`src/rtl/billiards_pkg.sv`:
```
// Shared billiards constants and types: ball position word layout,
// pocket marker and the motion-monitor state encoding.
`timescale 1ns/1ps
package billiards_pkg;

  localparam int NBALLS  = 16;
  localparam int POS_W   = 20;
  localparam int COORD_W = 10;
  localparam logic [COORD_W-1:0] POCKET_X = 10'h3FF;

  // One ball position word: X in the upper half, Y in the lower half.
  typedef struct packed {
    logic [COORD_W-1:0] x;
    logic [COORD_W-1:0] y;
  } ball_pos_t;

  typedef enum logic [1:0] {
    IDLE = 2'd0,
    SCAN = 2'd1,
    EVAL = 2'd2
  } mon_state_t;

endpackage

```
`src/rtl/pos_delta_cmp.sv`:
```
// Per-axis motion compare between two ball positions. Flags movement when
// either axis changed by more than thresh pixels. Purely combinational so it
// can be shared with other per-ball logic.
`timescale 1ns/1ps
module pos_delta_cmp
  import billiards_pkg::*;
(
  input  ball_pos_t          cur,
  input  ball_pos_t          prev,
  input  logic [COORD_W-1:0] thresh,
  output logic               moved_raw
);

  logic signed [COORD_W:0] dx_s;
  logic signed [COORD_W:0] dy_s;
  logic [COORD_W:0]        dx;
  logic [COORD_W:0]        dy;

  // 11-bit signed differences cannot overflow for 10-bit unsigned operands,
  // and the magnitude of -1023 still fits after negation.
  always_comb begin
    dx_s      = $signed({1'b0, cur.x}) - $signed({1'b0, prev.x});
    dy_s      = $signed({1'b0, cur.y}) - $signed({1'b0, prev.y});
    dx        = dx_s[COORD_W] ? $unsigned(-dx_s) : $unsigned(dx_s);
    dy        = dy_s[COORD_W] ? $unsigned(-dy_s) : $unsigned(dy_s);
    moved_raw = (dx > {1'b0, thresh}) || (dy > {1'b0, thresh});
  end

endmodule

```
`src/rtl/ball_motion_monitor.sv`:
```
// Ball motion monitor: once per frame scans all ball positions, one ball per
// clock, against the positions seen last frame. Raises hw_sig after
// SETTLE_FRAMES consecutive frames in which no ball moved.
// frame_tick is a single-cycle pulse with no ready: a tick that lands while a
// scan is in flight is dropped and recorded in the sticky overrun flag.
`timescale 1ns/1ps
module ball_motion_monitor
  import billiards_pkg::*;
#(
  parameter int NBALLS        = billiards_pkg::NBALLS,
  parameter int THRESH        = 1,
  parameter int SETTLE_FRAMES = 8,
  parameter logic [9:0] POCKET_X = billiards_pkg::POCKET_X
) (
  input  logic                    clk_clk,
  input  logic                    reset_reset_n,
  input  logic                    frame_tick,
  input  logic                    clear,
  input  logic [NBALLS*POS_W-1:0] ball_pos,
  output logic                    hw_sig,
  output logic [NBALLS-1:0]       moving_mask,
  output logic [7:0]              still_cnt,
  output logic                    overrun,
  output mon_state_t              dbg_state
);

  localparam int IDX_W = $clog2(NBALLS);
  localparam logic [IDX_W-1:0] LAST_IDX = IDX_W'(NBALLS - 1);
  localparam logic [7:0] SETTLE = 8'(SETTLE_FRAMES);

  mon_state_t       state;
  logic [IDX_W-1:0] idx;
  logic [NBALLS-1:0] scratch;
  logic             primed;
  ball_pos_t        prev_pos [NBALLS];

  ball_pos_t        cur;
  ball_pos_t        prev_cur;
  logic             moved_raw;
  logic             moved;
  logic [7:0]       next_cnt;

  // Select the ball under scan; positions are stable between frames, so the
  // live input is read directly without a snapshot.
  always_comb begin
    cur      = ball_pos[idx*POS_W +: POS_W];
    prev_cur = prev_pos[idx];
  end

  pos_delta_cmp u_cmp (
    .cur       (cur),
    .prev      (prev_cur),
    .thresh    (COORD_W'(THRESH)),
    .moved_raw (moved_raw)
  );

  // Pocketed balls are always still; before the first full scan the stored
  // positions are meaningless, so every on-table ball counts as moving.
  always_comb begin
    moved = (cur.x != POCKET_X) && (!primed || moved_raw);
  end

  // Still-frame counter for the frame being evaluated, saturating.
  always_comb begin
    next_cnt = '0;
    if (scratch == '0) begin
      next_cnt = (still_cnt >= SETTLE) ? SETTLE : still_cnt + 8'd1;
    end
  end

  assign dbg_state = state;

  // Scan FSM with registered outputs; clear outranks every other update.
  always_ff @(posedge clk_clk or negedge reset_reset_n) begin
    if (!reset_reset_n) begin
      state       <= IDLE;
      idx         <= '0;
      scratch     <= '0;
      primed      <= 1'b0;
      hw_sig      <= 1'b0;
      moving_mask <= '1;
      still_cnt   <= '0;
      overrun     <= 1'b0;
      for (int i = 0; i < NBALLS; i++) prev_pos[i] <= '0;
    end else if (clear) begin
      state       <= IDLE;
      idx         <= '0;
      scratch     <= '0;
      primed      <= 1'b0;
      hw_sig      <= 1'b0;
      moving_mask <= '1;
      still_cnt   <= '0;
      overrun     <= 1'b0;
    end else begin
      if (frame_tick && (state != IDLE)) overrun <= 1'b1;
      case (state)
        IDLE: begin
          if (frame_tick) begin
            state   <= SCAN;
            idx     <= '0;
            scratch <= '0;
          end
        end
        SCAN: begin
          scratch[idx]  <= moved;
          prev_pos[idx] <= cur;
          if (idx == LAST_IDX) state <= EVAL;
          else idx <= idx + 1'b1;
        end
        EVAL: begin
          moving_mask <= scratch;
          primed      <= 1'b1;
          still_cnt   <= next_cnt;
          hw_sig      <= (next_cnt == SETTLE);
          state       <= IDLE;
        end
        default: state <= IDLE;
      endcase
    end
  end

endmodule

```
`config.mk`:
```
export PLATFORM = sky130hd
export DESIGN_NAME = ball_motion_monitor
export DESIGN_NICKNAME = d
export VERILOG_FILES = /design/src/rtl/billiards_pkg.sv /design/src/rtl/pos_delta_cmp.sv /design/src/rtl/ball_motion_monitor.sv
export SDC_FILE = /design/constraint.sdc
export NUM_CORES = 1
export LEC_CHECK = 0
export CORE_MARGIN = 2
export CORE_UTILIZATION = 57
export DETAILED_ROUTE_END_ITERATION = 16
export DONT_BUFFER_PORTS = 1
export MAX_ROUTING_LAYER = met4
export PLACE_DENSITY = 0.85
export SLEW_MARGIN = 20
export SYNTH_ARGS = -nofsm -noshare
export SYNTH_HDL_FRONTEND = slang
export SYNTH_HIERARCHICAL = 1
export SYNTH_SLANG_ARGS = --single-unit
export TNS_END_PERCENT = 50
```
`constraint.sdc`:
```
create_clock -name clk_clk -period 5.6 [get_ports clk_clk]
set_input_delay 1.68 -clock clk_clk [delete_from_list [all_inputs] [get_ports clk_clk]]
set_output_delay 1.68 -clock clk_clk [all_outputs]
set_load 0.05 [all_outputs]
```
==> results.yml <==
global_route:
  gr-total-overflow: 0
  grt_pass1_wl_um: 92360
  grt.busiest_layer: "met2"
  grt_pass1_vias: 15010
  grt_max_degree: 370
  use_met1_pct: 41.79
  antenna_found_initial: 28
  use_met3_pct: 10.10
  gr-usage-all-layers_pct: 33.80
  grt_use_met2_pct: 51.81
logic_synthesis:
  synth_area_um2: 20740
  syn_inst: 1440
  yosysTopAreaCell: "dfrtp_1"
  netlist-cell-type-count: 63
  synth_top_area_share_pct: 42.59
  synth.area.top_cells: "dfrtp_1 43%, mux4_2 21%, mux2_2 18%, ha_1 2.9%, dfstp_2 2.0%"
  synth_ff_type: "dfrtp_1"
  yosysWarnings: 6
  yosys_register_bits: 369
  synth-edff-count: 0
  async_flop_share_pct: 100.0
  syn_area_per_cell_um2: 14.40
  yosysSeqAreaShare_pct: 44.62
clocking:
  cts.path.max_buffers: 3
  clk_pin_slew_ns: 0.06
  cts-root-buf: "clkbuf_16"
  clkLatencyLatePin_ns: 0.54
  htreeDepth: 2
  cts_tree: "built"
  hold_buffers: 0
  numCtsBuffers: 38
  clock-sinks: 369
sta:
  slew_viol_final: 0
  finalHoldViolations: 0
  finClkSkew_ns: 0.02751
  max_slew_margin_pct: 23.10
  max_freq_mhz: 160.0
  fin_crit_sh_pct: 111.6
  tns_ns: -9.815
  worst_slew_pin_slew_ns: 1.154
  setup_viol: 16
  worst_slack_ns: -0.6498
  rsz0062_at_grt: "true"
  min_period_ns: 6.250
placement:
  post-dp-hpwl_um: 41970
  gp_congestion: 1.008
  io_buffers: 0
  placed_area_um2: 21990
  place_ws_ns: -1.131
cells_and_area:
  area_delta_synth_final_pct: 13.25
  postLayoutCellArea_um2: 23490
  nNetsFinal: 1903
  post_route_cells_drive_above_1_share_pct: 51.42
floorplanning:
  io_pins: 352
  die_w_um: 194.8
  die_height_um: 194.8
  start_util_pct: 58.03
  fp.coreArea_um2: 35740
  rows: 69
  die_area_um2: 37930
setup_path:
  required_ns: 6.00
  crit_family: "compound AO/OA/AOI/OAI gates"
  critPathBufInv: 4
  crit_cells: 25
  reg2reg_from: "idx[0]"
  path_max_fanout: 8
  crit_start: "ball_pos[300]"
  critPathKind: "in2reg"
  r2r_cells: 26
  critPathMaxStageDelay_ns: 0.53
  crit_arrival_ns: 6.65
  crit_path_end_kind: "flop"
  cp-start-kind: "input port"
  slowest_stage: "mux4_2"
routing:
  drt_iter0_drc: 1740
  ant_nets: 0
  drc: 0
  wl_per_cell_um: 30.43
  drt-total-wl_um: 62330
  dr.pass1.iters: 5
  vias: 14320
  vias_per_cell: 6.990
power:
  p_per_area_nw_per_um2: 341.8
  p_leak_nw: 10.65
  peakVddDrop_v: 0.0002481
job:
  maxCapViolCount: 0
hold_path:
  hp-class: "reg2reg"
  holdCritStartpoint: "prev_pos[24]"
  holdPathStages: 1
run_status:
  violations: "negative setup slack"
  status: "finished with violations"
==> sequential cells by signal, indices dropped and copies added (netlist names), 2 cells and up <==
signal,cells
prev_pos,320
still_cnt,8
scratch,16
moving_mask,16
idx,4
dbg_state,2
==> stage by stage <==
step           std cells  power [mW]  hold WS [ns]  utilization (%)
2_1_floorplan       1449       4.538        0.4662                -
3_3_place_gp        1944       5.261        0.4815            61.53
3_5_place_dp        1944       5.359        0.4871            61.53
4_1_cts             2013       7.949        0.4990            65.26
5_1_grt             2043       8.373        0.5088            65.68
6_report            2048       8.029        0.4988            65.72
==> cells in the mapped netlist (6+ instances only) <==
master    number
dfrtp_1      353
mux2_2       323
mux4_2       190
ha_1          48
inv_1         46
clkbuf_1      41
nor2_1        36
o21ai_0       35
a21oi_1       32
buf_2         31
nand2_1       30
xnor2_1       23
buf_1         22
nand3_1       22
a22oi_1       20
o22a_1        19
buf_6         17
o21ai_1       17
dfstp_2       16
nor3_1         9
and2_1         8
nor2b_1        8
nor4_1         8
xor2_1         8
a31oi_1        6
==> what timing repair did <==
item,CTS,global route
cloned,1,0
pin swaps,20,13
endpoints found under the setup margin,16,16
gates resized for setup,18,17
buffers inserted,3,2
==> layout by cell type, fill, tap and decap left out, types with 9 or more instances in the layout <==
| cell | n |
|---|---|
| o21ai_2 | 10 |
| a21oi_1 | 29 |
| clkbuf_16 | 40 |
| a22oi_1 | 18 |
| nand3_1 | 22 |
| o21ai_1 | 10 |
| o21ai_0 | 34 |
| inv_1 | 43 |
| nor3_1 | 9 |
| buf_4 | 149 |
| mux4_2 | 190 |
| conb_1 | 11 |
| xnor2_1 | 23 |
| dfrtp_1 | 350 |
| nor2_1 | 29 |
| nand2_1 | 29 |
| diode_2 | 33 |
| o22a_1 | 19 |
| dfstp_2 | 16 |
| mux2_2 | 323 |
| ha_1 | 46 |
| clkbuf_1 | 9 |
==> kinds of logic (layout without fill, tap and decap cells) <==
kind of cell             count (synthesis)  in the layout  share of synthesized area [%]
multiplexers                           513            513                          38.17
flip-flops                             369            369                          44.62
AO/OA/AOI/OAI                          166            166                          5.345
buffers and inverters                  165            270                          3.993
AND/OR/NAND/NOR                        144            144                          3.445
adder cells (fa/ha/maj)                 50             50                          3.089
XOR/XNOR                                31             31                          1.309
other                                    2             44                        0.03621
==> per-layer routing <==
metal,vias to the layer above,routed length [um]
met3,207,6795
li1,5720,-
met4,0,3072
met1,7418,22610
met2,970,29850
met5,-,0
==> layout make-up <==
class                   instances  area, um2
inverters                      46      172.7
repair buffers                159       1315
flip-flops and latches        369       9263
fillers                      2374      12250
clock inverters                10      103.9
multi-input cells             915      10870
well taps                     461      576.8
diodes                         33      82.58
clock buffers                  55       1106
==> final timing paths <==
path | end | slack (ns)
worst max-delay path | scratch[12] | -0.65
max in group asynchronous | prev_pos[88] | 3.80
worst max register to register | scratch[12] | -0.47
worst min-delay path | prev_pos[24] | 0.50
min in group asynchronous | prev_pos[253] | 0.88
worst min register to register | prev_pos[24] | 0.50
==> power by group <==
group	internal [mW]	total [mW]	switching [mW]
Clock	1.46	2.50	1.04
Sequential	2.80	2.88	0.0810
Combinational	1.40	2.65	1.25
Total	5.65	8.03	2.38
No activity file was read; power rests on OpenSTA's default activity.
